File: config.mk
export PLATFORM = sky130hd
export DESIGN_NAME = bp_out_wb_ctrl
export DESIGN_NICKNAME = d
export VERILOG_FILES = /design/src/rtl/bp_out_wb_ctrl.sv
export SDC_FILE = /design/constraint.sdc
export NUM_CORES = 1
export LEC_CHECK = 0
export CAP_MARGIN = 0
export CORE_MARGIN = 8
export CORE_UTILIZATION = 54
export DETAILED_ROUTE_END_ITERATION = 10
export PLACE_DENSITY_LB_ADDON = 0.25
export SETUP_SLACK_MARGIN = 0.15
export SYNTH_ARGS = -nofsm -noshare
export SYNTH_HDL_FRONTEND = slang
export SYNTH_SLANG_ARGS = --single-unit
File: constraint.sdc
create_clock -name clk -period 2.94 [get_ports clk]
set_input_delay 0.294 -clock clk [delete_from_list [all_inputs] [get_ports clk]]
set_output_delay 0.294 -clock clk [all_outputs]
set_load 0.02 [all_outputs]
File: src/rtl/bp_out_wb_ctrl.sv
// bp_out_wb_ctrl: sweeps output-buffer addresses and column groups, captures the
// returning writeback words and streams them out over AXI-stream with backpressure.
//
// state | meaning
// IDLE  | waiting for wb_start; latches count and bank
// ISSUE | one read per cycle while FIFO + in-flight credit remains
// DRAIN | all reads issued (or none requested); wait for FIFO empty, nothing in flight
// DONE  | one-cycle wb_done pulse, then back to IDLE
//
// A zero-address start passes through DRAIN, which exits at once, so wb_done
// lands two cycles after start.
module bp_out_wb_ctrl #(
  parameter int BP_COLS          = 18,
  parameter int BP_OUT_BUF_DEPTH = 9,
  parameter int NUM_GRP          = 2,
  parameter int RD_LAT           = 2,
  parameter int EN_DLY           = 1,
  parameter int FIFO_DEPTH       = 4
) (
  input  logic                                  clk,
  input  logic                                  rst_n,
  input  logic                                  wb_start,
  input  logic [BP_OUT_BUF_DEPTH:0]             wb_num_addr,
  input  logic                                  wb_buf_sel,
  output logic                                  wb_busy,
  output logic                                  wb_done,
  output logic [2:0]                            bp_out_buf_wb_en,
  output logic [BP_COLS*BP_OUT_BUF_DEPTH-1:0]   bp_out_buf_wb_addr,
  output logic                                  bp_out_buf_wb_sel,
  input  logic [127:0]                          bp_out_wb_data,
  output logic [127:0]                          m_axis_bp_out_tdata,
  output logic                                  m_axis_bp_out_tvalid,
  input  logic                                  m_axis_bp_out_tready,
  output logic                                  m_axis_bp_out_tlast
);
  localparam int CW = $clog2(FIFO_DEPTH + 1);
  localparam int PW = (FIFO_DEPTH > 1) ? $clog2(FIFO_DEPTH) : 1;
  localparam int AW = BP_OUT_BUF_DEPTH + 1;

  typedef enum logic [1:0] {IDLE, ISSUE, DRAIN, DONE} state_t;
  state_t state, state_nxt;

  logic [AW-1:0]          num_addr;
  logic [AW-1:0]          addr_cnt;
  logic [2:0]             grp_cnt;
  logic                   buf_sel;
  logic [CW-1:0]          fifo_cnt;
  logic [CW-1:0]          inflight;
  logic                   credit_ok, issue, last_issue, push, pop, drain_ok;
  logic [RD_LAT-1:0]      rd_vld;
  logic [RD_LAT-1:0]      rd_last;
  logic [EN_DLY-1:0]      en_vld;
  logic [2:0]             en_grp [EN_DLY];
  logic [2:0]             en_hold;
  logic [127:0]           mem_data [FIFO_DEPTH];
  logic [FIFO_DEPTH-1:0]  mem_last;
  logic [PW-1:0]          wr_ptr, rd_ptr;

  assign credit_ok  = ({1'b0, fifo_cnt} + {1'b0, inflight}) < (CW+1)'(FIFO_DEPTH);
  assign last_issue = (addr_cnt == num_addr - 1'b1) && (grp_cnt == 3'(NUM_GRP - 1));
  assign push       = rd_vld[RD_LAT-1];
  assign pop        = m_axis_bp_out_tvalid && m_axis_bp_out_tready;
  assign drain_ok   = (inflight == '0) && !push &&
                      ((fifo_cnt == '0) || ((fifo_cnt == CW'(1)) && pop));

  // state register
  always_ff @(posedge clk or negedge rst_n) begin
    if (!rst_n) state <= IDLE;
    else        state <= state_nxt;
  end

  // next state and issue strobe
  always_comb begin
    state_nxt = state;
    issue     = 1'b0;
    case (state)
      IDLE: begin
        if (wb_start) state_nxt = (wb_num_addr == '0) ? DRAIN : ISSUE;
      end
      ISSUE: begin
        issue = credit_ok;
        if (credit_ok && last_issue) state_nxt = DRAIN;
      end
      DRAIN: begin
        if (drain_ok) state_nxt = DONE;
      end
      DONE:    state_nxt = IDLE;
      default: state_nxt = IDLE;
    endcase
  end

  assign wb_busy = (state == ISSUE) || (state == DRAIN);
  assign wb_done = (state == DONE);

  // sweep counters: group-minor, address-major; hold the last address after the sweep
  always_ff @(posedge clk or negedge rst_n) begin
    if (!rst_n) begin
      num_addr <= '0;
      addr_cnt <= '0;
      grp_cnt  <= '0;
      buf_sel  <= 1'b0;
    end else if ((state == IDLE) && wb_start) begin
      num_addr <= wb_num_addr;
      addr_cnt <= '0;
      grp_cnt  <= '0;
      buf_sel  <= wb_buf_sel;
    end else if (issue && !last_issue) begin
      if (grp_cnt == 3'(NUM_GRP - 1)) begin
        grp_cnt  <= '0;
        addr_cnt <= addr_cnt + 1'b1;
      end else begin
        grp_cnt <= grp_cnt + 1'b1;
      end
    end
  end

  assign bp_out_buf_wb_addr = {BP_COLS{addr_cnt[BP_OUT_BUF_DEPTH-1:0]}};
  assign bp_out_buf_wb_sel  = buf_sel;

  // in-flight reads: issue and return may coincide
  always_ff @(posedge clk or negedge rst_n) begin
    if (!rst_n) begin
      inflight <= '0;
    end else begin
      case ({issue, push})
        2'b10:   inflight <= inflight + 1'b1;
        2'b01:   inflight <= inflight - 1'b1;
        default: inflight <= inflight;
      endcase
    end
  end

  // read-latency and group-enable shift lines
  always_ff @(posedge clk or negedge rst_n) begin
    if (!rst_n) begin
      rd_vld  <= '0;
      rd_last <= '0;
      en_vld  <= '0;
      for (int i = 0; i < EN_DLY; i++) en_grp[i] <= '0;
      en_hold <= '0;
    end else begin
      for (int i = RD_LAT-1; i > 0; i--) begin
        rd_vld[i]  <= rd_vld[i-1];
        rd_last[i] <= rd_last[i-1];
      end
      rd_vld[0]  <= issue;
      rd_last[0] <= issue && last_issue;
      for (int i = EN_DLY-1; i > 0; i--) begin
        en_vld[i] <= en_vld[i-1];
        en_grp[i] <= en_grp[i-1];
      end
      en_vld[0] <= issue;
      en_grp[0] <= grp_cnt;
      en_hold   <= bp_out_buf_wb_en;
    end
  end

  assign bp_out_buf_wb_en = en_vld[EN_DLY-1] ? en_grp[EN_DLY-1] : en_hold;

  // first-word-fall-through skid FIFO; credit keeps it from overflowing
  always_ff @(posedge clk or negedge rst_n) begin
    if (!rst_n) begin
      for (int i = 0; i < FIFO_DEPTH; i++) mem_data[i] <= '0;
      mem_last <= '0;
      wr_ptr   <= '0;
      rd_ptr   <= '0;
      fifo_cnt <= '0;
    end else begin
      if (push) begin
        mem_data[wr_ptr] <= bp_out_wb_data;
        mem_last[wr_ptr] <= rd_last[RD_LAT-1];
        wr_ptr <= (wr_ptr == PW'(FIFO_DEPTH - 1)) ? '0 : wr_ptr + 1'b1;
      end
      if (pop) begin
        rd_ptr <= (rd_ptr == PW'(FIFO_DEPTH - 1)) ? '0 : rd_ptr + 1'b1;
      end
      case ({push, pop})
        2'b10:   fifo_cnt <= fifo_cnt + 1'b1;
        2'b01:   fifo_cnt <= fifo_cnt - 1'b1;
        default: fifo_cnt <= fifo_cnt;
      endcase
    end
  end

  assign m_axis_bp_out_tvalid = (fifo_cnt != '0);
  assign m_axis_bp_out_tdata  = mem_data[rd_ptr];
  assign m_axis_bp_out_tlast  = m_axis_bp_out_tvalid && mem_last[rd_ptr];

endmodule

==> flow_summary_export.csv, run 1 <==
group,metric,value,unit
logic_synthesis,netlist_instances,1684,
logic_synthesis,avgSynthCellArea,15.4,sq um
timing,drv_slew,0,
drt,remaining_drc_errors,0,
global_routing,grt_overflow_total,0,
logic_synthesis,ys_ff_latch,562,
logic_synthesis,ys_types,49,
place,dp_hpwl,41100,um
worst_setup_path,worst-path-max-fanout,15,
logic_synthesis,synth_xor_area_frac,0.00608,
global_routing,antenna_found_initial,2,
die,dieArea,55300,sq um
cts,cts_tree,"done",
drt,vias,15000,
status,status,"completed",
cts,cts_max_level,2,
place,port_buffers,440,
cells_and_area,syn_to_final_growth,24.7,%
pwr,total_power,38300,uW
logic_synthesis,async_flop_share,1.00,
run,drv_cap,0,
logic_synthesis,ys_seq_area_frac,0.542,
cells_and_area,postLayoutCellArea,32300,sq um
worst_setup_path,endpoint_kind,"output port",
drt,viasPerCell,5.64,
global_routing,grt_pass1_wl,97700,um
logic_synthesis,yosysWarningCount,0,
drt,dr.pass1.iters,4,
place,placed_area,30400,sq um
cells_and_area,stdcell_count,2657,
logic_synthesis,synthesis.area,25900,sq um
worst_setup_path,cp.arrival,2.50,ns
drt,drtIter0Drc,718,
die,io_pins,441,
pwr,leakage,0.0136,uW
cts,cts.sink_count,562,
drt,route.detailed.wl_per_inst,23.2,um
timing,min_period,2.80,ns
die,coreArea,47500,sq um
die,die_h,235,um
timing,finalSetupViolations,0,
timing,hold_viol,0,
cts,cts.clk_slew.worst_paths,0.06,ns
die,start_util,0.546,
cells_and_area,final_util,0.680,
timing,finalCritPeriodShare,0.951,
global_routing,track_usage,0.222,
timing,relSlewSlack,0.440,
drt,routed_wl,61600,um
cts,cts_inserted_buffers,58,
worst_setup_path,cp_data_required_time,2.65,ns
die,placementRows,80,
cts,clkLatencyLatePin,0.60,ns
worst_setup_path,startpoint_type,"flip-flop",
place,routabilityCongestion,0.803,
place,placed_cells,2539,
pwr,power_density,1190,nW/um^2
logic_synthesis,syn_nets,1847,
timing,max_freq,358,MHz
timing,tightest_slew,0.840,ns
logic_synthesis,synthFlopType,"dfrtp_1",
cells_and_area,fillers,3302,
pwr,ir_drop,0.586,mV
logic_synthesis,synth_edf_count,0,
timing,fin_setup_tns,0,ns
logic_synthesis,synth_compound_area_frac,0.0108,
timing,rsz0062_at_grt,"true",
drt,ant_nets,0,
die,dieWidth,235,um
cts,cts-root-buf,"clkbuf_16",
worst_setup_path,timing_worst_setup_path_type,"reg2out",
global_routing,grt_max_degree,94,
logic_synthesis,synth_top_family_by_area,"multiplexers",
logic_synthesis,synthAdderAreaFrac,0.00994,
timing,finClkSkew,0.0126,ns
cells_and_area,drive_gt1_frac,0.410,
hold_path,hold_path.class,"in2async",
logic_synthesis,synthSimpleGateAreaFrac,0.0204,
cts,cts_buffer_depth,3,
cells_and_area,nets,2158,
logic_synthesis,synthMuxAreaShare,0.347,
global_routing,grt_pass1_vias,17100,
synth_stat cells (9+ instances only):
library cell,instances,area share
ha_1,19,0.0092
clkbuf_1,70,0.010
xor2_1,11,0.0037
nand2b_1,12,0.0029
buf_4,162,0.047
a21oi_1,9,0.0017
nand3_1,12,0.0023
dfrtp_1,562,0.54
inv_1,17,0.0025
mux4_2,129,0.11
buf_1,22,0.0032
mux2i_1,13,0.0050
mux2_2,531,0.23
nand2_1,33,0.0048
path summary, 6_finish.rpt:
| path | slack [ns] | start | depth (start not counted) | end |
|---|---|---|---|---|
| max | 0.14 | rd_ptr[0] | 4 | m_axis_bp_out_tdata[81] |
| max reg2reg | 0.38 | num_addr[2] | 6 | addr_cnt[9] |
| min | 0.30 | rst_n | 2 | mem_data[249] |
| min reg2reg | 0.33 | rd_last[0] | 0 | rd_last[1] |
| min in group clk | 0.32 | wb_buf_sel | 2 | bp_out_buf_wb_sel |
| max in group asynchronous | 1.69 | rst_n | 3 | grp_cnt[2] |
state kept, by name, summed over array words and instances (netlist names):
signal,cells
grp_cnt,3
rd_ptr,2
num_addr,10
wr_ptr,2
fifo_cnt,3
inflight,3
addr_cnt,10
en_hold,3
mem_data,512
rd_last,2
en_grp,3
bp_out_buf_wb_sel,1
state,2
rd_vld,2
mem_last,4
per-layer routing:
layer | share of wire | vias up | wire length [um] | GRT usage
met4 | 0.026 | 0 | 1610 | 0.0690
met2 | 0.51 | 401 | 31400 | 0.386
met5 | 0 | - | 0 | 0
li1 | - | 6626 | - | -
met1 | 0.41 | 7861 | 25100 | 0.275
met3 | 0.056 | 88 | 3460 | 0.0507
timing repair:
action / in CTS / in global routing
setup endpoints to repair: 129 / 9
gates cloned: 1 / 1
gates resized for setup: 121 / 8
endpoints found under the hold margin: 79 / 0
setup buffers: 8 / 0
hold buffers: 1 / 0
area by class of cell:
| type | count | area (sq um) | area share |
|---|---|---|---|
| Clock inverter | 28 | 287 | 0.00886 |
| Multi-Input combinational cell | 849 | 10300 | 0.318 |
| Clock buffer | 77 | 1640 | 0.0508 |
| Tap cell | 615 | 769 | 0.0238 |
| Timing Repair Buffer | 507 | 5230 | 0.162 |
| Inverter | 17 | 63.8 | 0.00197 |
| Sequential cell | 562 | 14100 | 0.435 |
| Antenna cell | 2 | 5.00 | 0.000155 |
per-stage QoR:
| step | setup WS (ns) | hold slack (ns) |
|---|---|---|
| 2_1_floorplan | 0.518 | -0.00159 |
| 3_3_place_gp | 0.455 | 0.335 |
| 3_5_place_dp | 0.418 | 0.341 |
| 4_1_cts | 0.0416 | 0.278 |
| 5_1_grt | 0.0586 | 0.302 |
| 6_report | 0.144 | 0.301 |
power by group:
group          internal, uW  leakage [uW]  switching (uW)
registers             11600       0.00661            2010
clock network          4350      0.000943            3040
logic                  9300       0.00607            8020
total                 25300        0.0136           13100
worst max-delay path, stage by stage (launching register included):
cell and delay (ns):
dfrtp_4 0.42, buf_4 0.18, buf_16 0.19, mux4_2 0.54
clkdlybuf4s50_1 0.56
layout by cell type (no fill, tap or decap), types with 12 or more instances in the layout:
cell / n
buf_12: 29
buf_4: 33
clkbuf_16: 60
clkdlybuf4s50_1: 313
clkinv_2: 15
dfrtp_1: 560
dlygate4sd2_1: 118
ha_1: 19
inv_1: 17
mux2_2: 531
mux2i_1: 13
mux4_2: 129
nand2_1: 29
nand2b_1: 12
nand3_1: 12
cells by family after synthesis:
family                   count (synthesis)
buffers and inverters                  273
adder cells (fa/ha/maj)                 20
AO/OA/AOI/OAI                           38
flip-flops                             562
XOR/XNOR                                18
multiplexers                           673
AND/OR/NAND/NOR                        100
Note: power is estimated with default switching activity, not from simulation.
==> run 2, diff against run 1 <==
Clock period 2.94 ns to 2.9 ns, I/O delays scaled along.
==> flow_summary_export.csv, run 2 (synthesis gave the netlist of run 1 again) <==
group,metric,value,unit
status,status,"completed",
timing,max_freq,374,MHz
global_routing,grt_pass1_wl,97800,um
drt,vias,15000,
global_routing,antenna_found_initial,5,
global_routing,track_usage,0.221,
drt,dr.pass1.iters,6,
drt,route.detailed.wl_per_inst,23.3,um
timing,finalSetupViolations,0,
cts,clkLatencyLatePin,0.60,ns
pwr,power_density,1200,nW/um^2
timing,min_period,2.68,ns
drt,routed_wl,61500,um
cells_and_area,top_regs,"mem_data (512), addr_cnt (10), num_addr (10)",
place,placed_area,30200,sq um
timing,finalWorstSetupSlack,0.225,ns
die,dieArea,55300,sq um
cts,cts-root-buf,"clkbuf_16",
cts,cts.clk_slew.worst_paths,0.06,ns
pwr,leakage,0.0135,uW
worst_setup_path,cp_data_required_time,2.61,ns
cells_and_area,nets,2142,
drt,remaining_drc_errors,0,
worst_setup_path,startpoint_type,"flip-flop",
cells_and_area,drive_gt1_frac,0.403,
timing,hold_viol,0,
die,placementRows,80,
cells_and_area,layout_common_cells,"dfrtp_1, mux2_2, clkdlybuf4s50_1, mux4_2, dlygate4sd2_1",
cells_and_area,layout_commonest_cell,"dfrtp_1",
cts,cts_buffer_depth,3,
die,start_util,0.546,
cts,cts_tree,"done",
global_routing,grt_max_degree,105,
cts,cts.sink_count,562,
place,routabilityCongestion,0.803,
cells_and_area,largest_reg_flops,512,
worst_setup_path,cp.arrival,2.39,ns
cts,cts_inserted_buffers,59,
pwr,ir_drop,0.654,mV
timing,fin_setup_tns,0,ns
timing,rsz0062_at_grt,"true",
die,dieWidth,235,um
cells_and_area,final-seq-area,14100,sq um
die,io_pins,441,
worst_setup_path,worst-path-max-fanout,26,
global_routing,grt_overflow_total,0,
cells_and_area,multi_input_area,10300,sq um
hold_path,hold_path.class,"in2async",
place,dp_hpwl,40500,um
run,drv_cap,0,
drt,drtIter0Drc,681,
drt,viasPerCell,5.70,
timing,drv_slew,0,
cells_and_area,syn_to_final_growth,23.8,%
pwr,total_power,38600,uW
timing,hold_ws,0.210,ns
timing,finClkSkew,0.0189,ns
worst_setup_path,endpoint_kind,"output port",
place,port_buffers,440,
cells_and_area,postLayoutCellArea,32100,sq um
worst_setup_path,timing_worst_setup_path_type,"reg2out",
cells_and_area,fillers,3284,
die,die_h,235,um
cells_and_area,top_register,"mem_data",
timing,relSlewSlack,0.481,
timing,finalCritPeriodShare,0.922,
global_routing,grt_pass1_vias,17300,
timing,tightest_slew,0.777,ns
die,coreArea,47500,sq um
drt,ant_nets,0,
place,post-place-ws,0.369,ns
cts,cts_max_level,2,
run 2: changes by cell type in the layout (fill, tap and decap cells not counted), moves of 4 or more:
cell and delta:
buf_12 -10, buf_16 +4, buf_4 -10, clkbuf_1 +4, clkinvlp_4 -7, dlygate4sd2_1 +9
dlymetal6s2s_1 -5
run 2: per-stage QoR:
step	utilization	instances
floorplan	-	1684
global placement	0.635	2527
detailed placement	0.635	2527
CTS	0.675	2636
global route	0.675	2641
finish	0.675	2641
run 2: layer usage:
metal  global-route usage  vias to the layer above  wire length [um]
met1                0.275                     7967             25300
met3               0.0495                       77              3340
li1                     -                     6606                 -
met2                0.385                      396             31600
met4               0.0686                        0              1270
met5                    0                        -                 0
run 2: what timing repair did:
action,4_1_cts,5_1_grt
hold buffers,1,0
buffers inserted,3,0
endpoints found under the setup margin,129,11
gates resized for setup,131,4
endpoints found under the hold margin,49,0
gates cloned,2,0
run 2: final timing paths:
check | from | to | cells past startpoint | slack [ns]
setup / recovery | rd_ptr[0] | m_axis_bp_out_tdata[43] | 4 | 0.22
hold / removal | rst_n | mem_data[114] | 2 | 0.21
setup reg to reg | num_addr[2] | addr_cnt[9] | 6 | 0.32
hold reg to reg | rd_last[0] | rd_last[1] | 0 | 0.36
max in group asynchronous | rst_n | mem_data[150] | 3 | 1.66
min in group clk | wb_buf_sel | bp_out_buf_wb_sel | 2 | 0.32
run 2: layout make-up:
| cell class | count | share of cell area |
|---|---|---|
| diodes | 5 | 0.000390 |
| clock buffers | 84 | 0.0530 |
| clock inverters | 19 | 0.00709 |
| inverters | 17 | 0.00199 |
| multi-input cells | 849 | 0.320 |
| flip-flops and latches | 562 | 0.438 |
| well taps | 615 | 0.0240 |
| repair buffers | 490 | 0.156 |
run 2: where the power goes:
| part | total [uW] | internal (uW) | leakage (uW) | switching, uW |
|---|---|---|---|---|
| Clock | 7510 | 4490 | 0.000961 | 3020 |
| Sequential | 13800 | 11800 | 0.00661 | 2060 |
| Combinational | 17300 | 9220 | 0.00592 | 8060 |
run 2: critical path, cell delays in order, from the launching register on:
cell and delay, ns:
dfrtp_4 0.45, buf_12 0.15, buf_16 0.22, mux4_2 0.57, dlygate4sd2_1 0.35
==> run 3, diff against run 2 <==
Settings changed: CORE_MARGIN 8 to unset.
==> flow_summary_export.csv, run 3 (synthesis gave the netlist of run 1 again) <==
group,metric,value,unit
status,status,"completed",
global_routing,met1_usage,0.313,
cts,cts-root-buf,"clkbuf_16",
pwr,sequentialPowerShare,0.354,
cells_and_area,drive_gt1_frac,0.413,
global_routing,grt_max_degree,86,
cts,cts_max_level,2,
pwr,internal_power,25700,uW
global_routing,track_usage,0.248,
timing,finalSetupViolations,0,
pwr,p_comb_frac,0.454,
place,port_buffers,440,
cells_and_area,layout_common_cells,"dfrtp_1, mux2_2, clkdlybuf4s50_1, mux4_2, dlygate4sd2_1",
die,dieArea,48900,sq um
worst_setup_path,cp.arrival,2.38,ns
worst_setup_path,path_cells,"buf_12, buf_16, buf_12, mux4_2, clkdlybuf4s15_1",
worst_setup_path,worst-path-max-fanout,9,
worst_setup_path,cp_slowest_stage_delay,0.50,ns
timing,finalCritPeriodShare,0.921,
timing,finClkSkew,0.0135,ns
timing,relSlewSlack,0.502,
cells_and_area,top_register,"mem_data",
timing,drv_slew,0,
cts,cts_buffer_depth,3,
cells_and_area,largest_reg_flops,512,
global_routing,grt_pass1_vias,16700,
cts,clkLatencyLatePin,0.60,ns
hold_path,hold_path.class,"in2async",
worst_setup_path,rr_worst_depth,6,
pwr,sw_frac_of_total,0.340,
worst_setup_path,startpoint_type,"flip-flop",
cells_and_area,postLayoutCellArea,32300,sq um
die,coreArea,47000,sq um
drt,routed_wl,59500,um
die,io_pins,441,
worst_setup_path,worstReg2RegStart,"num_addr[2]",
drt,ant_nets,0,
die,placementRows,79,
cells_and_area,nets,2164,
global_routing,grt_overflow_total,0,
worst_setup_path,crit_end,"m_axis_bp_out_tdata[42]",
global_routing,met3_usage,0.0363,
timing,min_period,2.67,ns
global_routing,antenna_found_initial,9,
worst_setup_path,ff2ff_setup_slack,0.38,ns
timing,max_freq,375,MHz
timing,rsz0062_at_grt,"false",
drt,drtIter0Drc,655,
timing,fin_setup_tns,0,ns
place,routabilityCongestion,0.794,
die,dieWidth,221,um
drt,viasPerCell,5.68,
worst_setup_path,path_buf_inv,4,
cts,cts_inserted_buffers,58,
timing,hold_ws,0.252,ns
worst_setup_path,crit_start,"rd_ptr[0]",
worst_setup_path,cp_data_required_time,2.61,ns
cells_and_area,syn_to_final_growth,24.6,%
run,drv_cap,0,
drt,remaining_drc_errors,0,
pwr,power_frac_clock,0.192,
cts,cts.clk_slew.worst_paths,0.06,ns
pwr,ir_drop,0.740,mV
die,die_h,221,um
drt,route.detailed.wl_per_inst,22.4,um
cells_and_area,layout_commonest_cell,"dfrtp_1",
cts,cts.sink_count,562,
timing,hold_viol,0,
die,start_util,0.553,
global_routing,grt_pass1_wl,95100,um
cells_and_area,top_regs,"mem_data (512), addr_cnt (10), num_addr (10)",
place,placed_area,30200,sq um
worst_setup_path,cp_common_cell,"buf_12",
drt,vias,15100,
pwr,leakage,0.0136,uW
pwr,p_switching,13200,uW
global_routing,grt_busiest_layer,"met2",
timing,tightest_slew,0.745,ns
worst_setup_path,crit_cells,5,
worst_setup_path,timing_worst_setup_path_type,"reg2out",
worst_setup_path,r2r_end,"addr_cnt[9]",
cts,cts_tree,"done",
global_routing,gr-usage-met2,0.440,
pwr,power_density,1210,nW/um^2
place,dp_hpwl,37500,um
worst_setup_path,endpoint_kind,"output port",
drt,dr.pass1.iters,6,
worst_setup_path,crit_family,"buffers and inverters",
worst_setup_path,slowest_stage,"mux4_2",
[run 3: power by group through the flow]
stage	Combinational (uW)	Sequential, uW	Clock, uW
2_1_floorplan	12200	13200	0
3_3_place_gp	18200	13600	0
3_5_place_dp	18600	13900	0
4_1_cts	17700	13800	7610
5_1_grt	18800	14300	7930
6_report	17700	13800	7470
[run 3: what timing repair did]
item                                   CTS  global route
endpoints found under the hold margin   63             0
hold buffers                             1             0
buffers inserted                         4            16
gates cloned                             3             0
setup endpoints to repair              129            32
resized for setup                      154            32
[run 3: how the worst min path moves through the flow]
stage | from | to | cells past startpoint
6_report | rst_n | mem_data[375] | 2
5_1_grt | rst_n | mem_data[375] | 2
4_1_cts | rst_n | mem_data[375] | 2
3_5_place_dp | rst_n | mem_data[375] | 1
3_3_place_gp | rst_n | mem_data[375] | 1
2_1_floorplan | rst_n | addr_cnt[0] | 0
[run 3: final cells by class]
class,instances,area [sq um]
Multi-Input combinational cell,849,10300
Inverter,17,63.8
Sequential cell,562,14100
Fill cell,3181,14600
Timing Repair Buffer,513,5230
Antenna cell,8,20.0
Tap cell,607,759
Clock buffer,86,1720
Clock inverter,17,198
[run 3: layer usage]
metal	routed length (um)	part of all wire	vias up
li1	-	-	6647
met1	24500	0.41	7977
met2	30900	0.52	393
met3	2250	0.038	96
met4	1840	0.031	0
met5	0	0	-
[run 3: per-stage QoR]
stage | setup WS (ns) | power (uW) | util | std cells
5_1_grt | 0.150 | 41000 | 0.689 | 2659
6_report | 0.230 | 39000 | 0.689 | 2659
2_1_floorplan | 0.478 | 25300 | - | 1684
4_1_cts | 0.0579 | 39100 | 0.685 | 2635
3_5_place_dp | 0.394 | 32500 | 0.644 | 2524
3_3_place_gp | 0.399 | 31800 | 0.644 | 2524
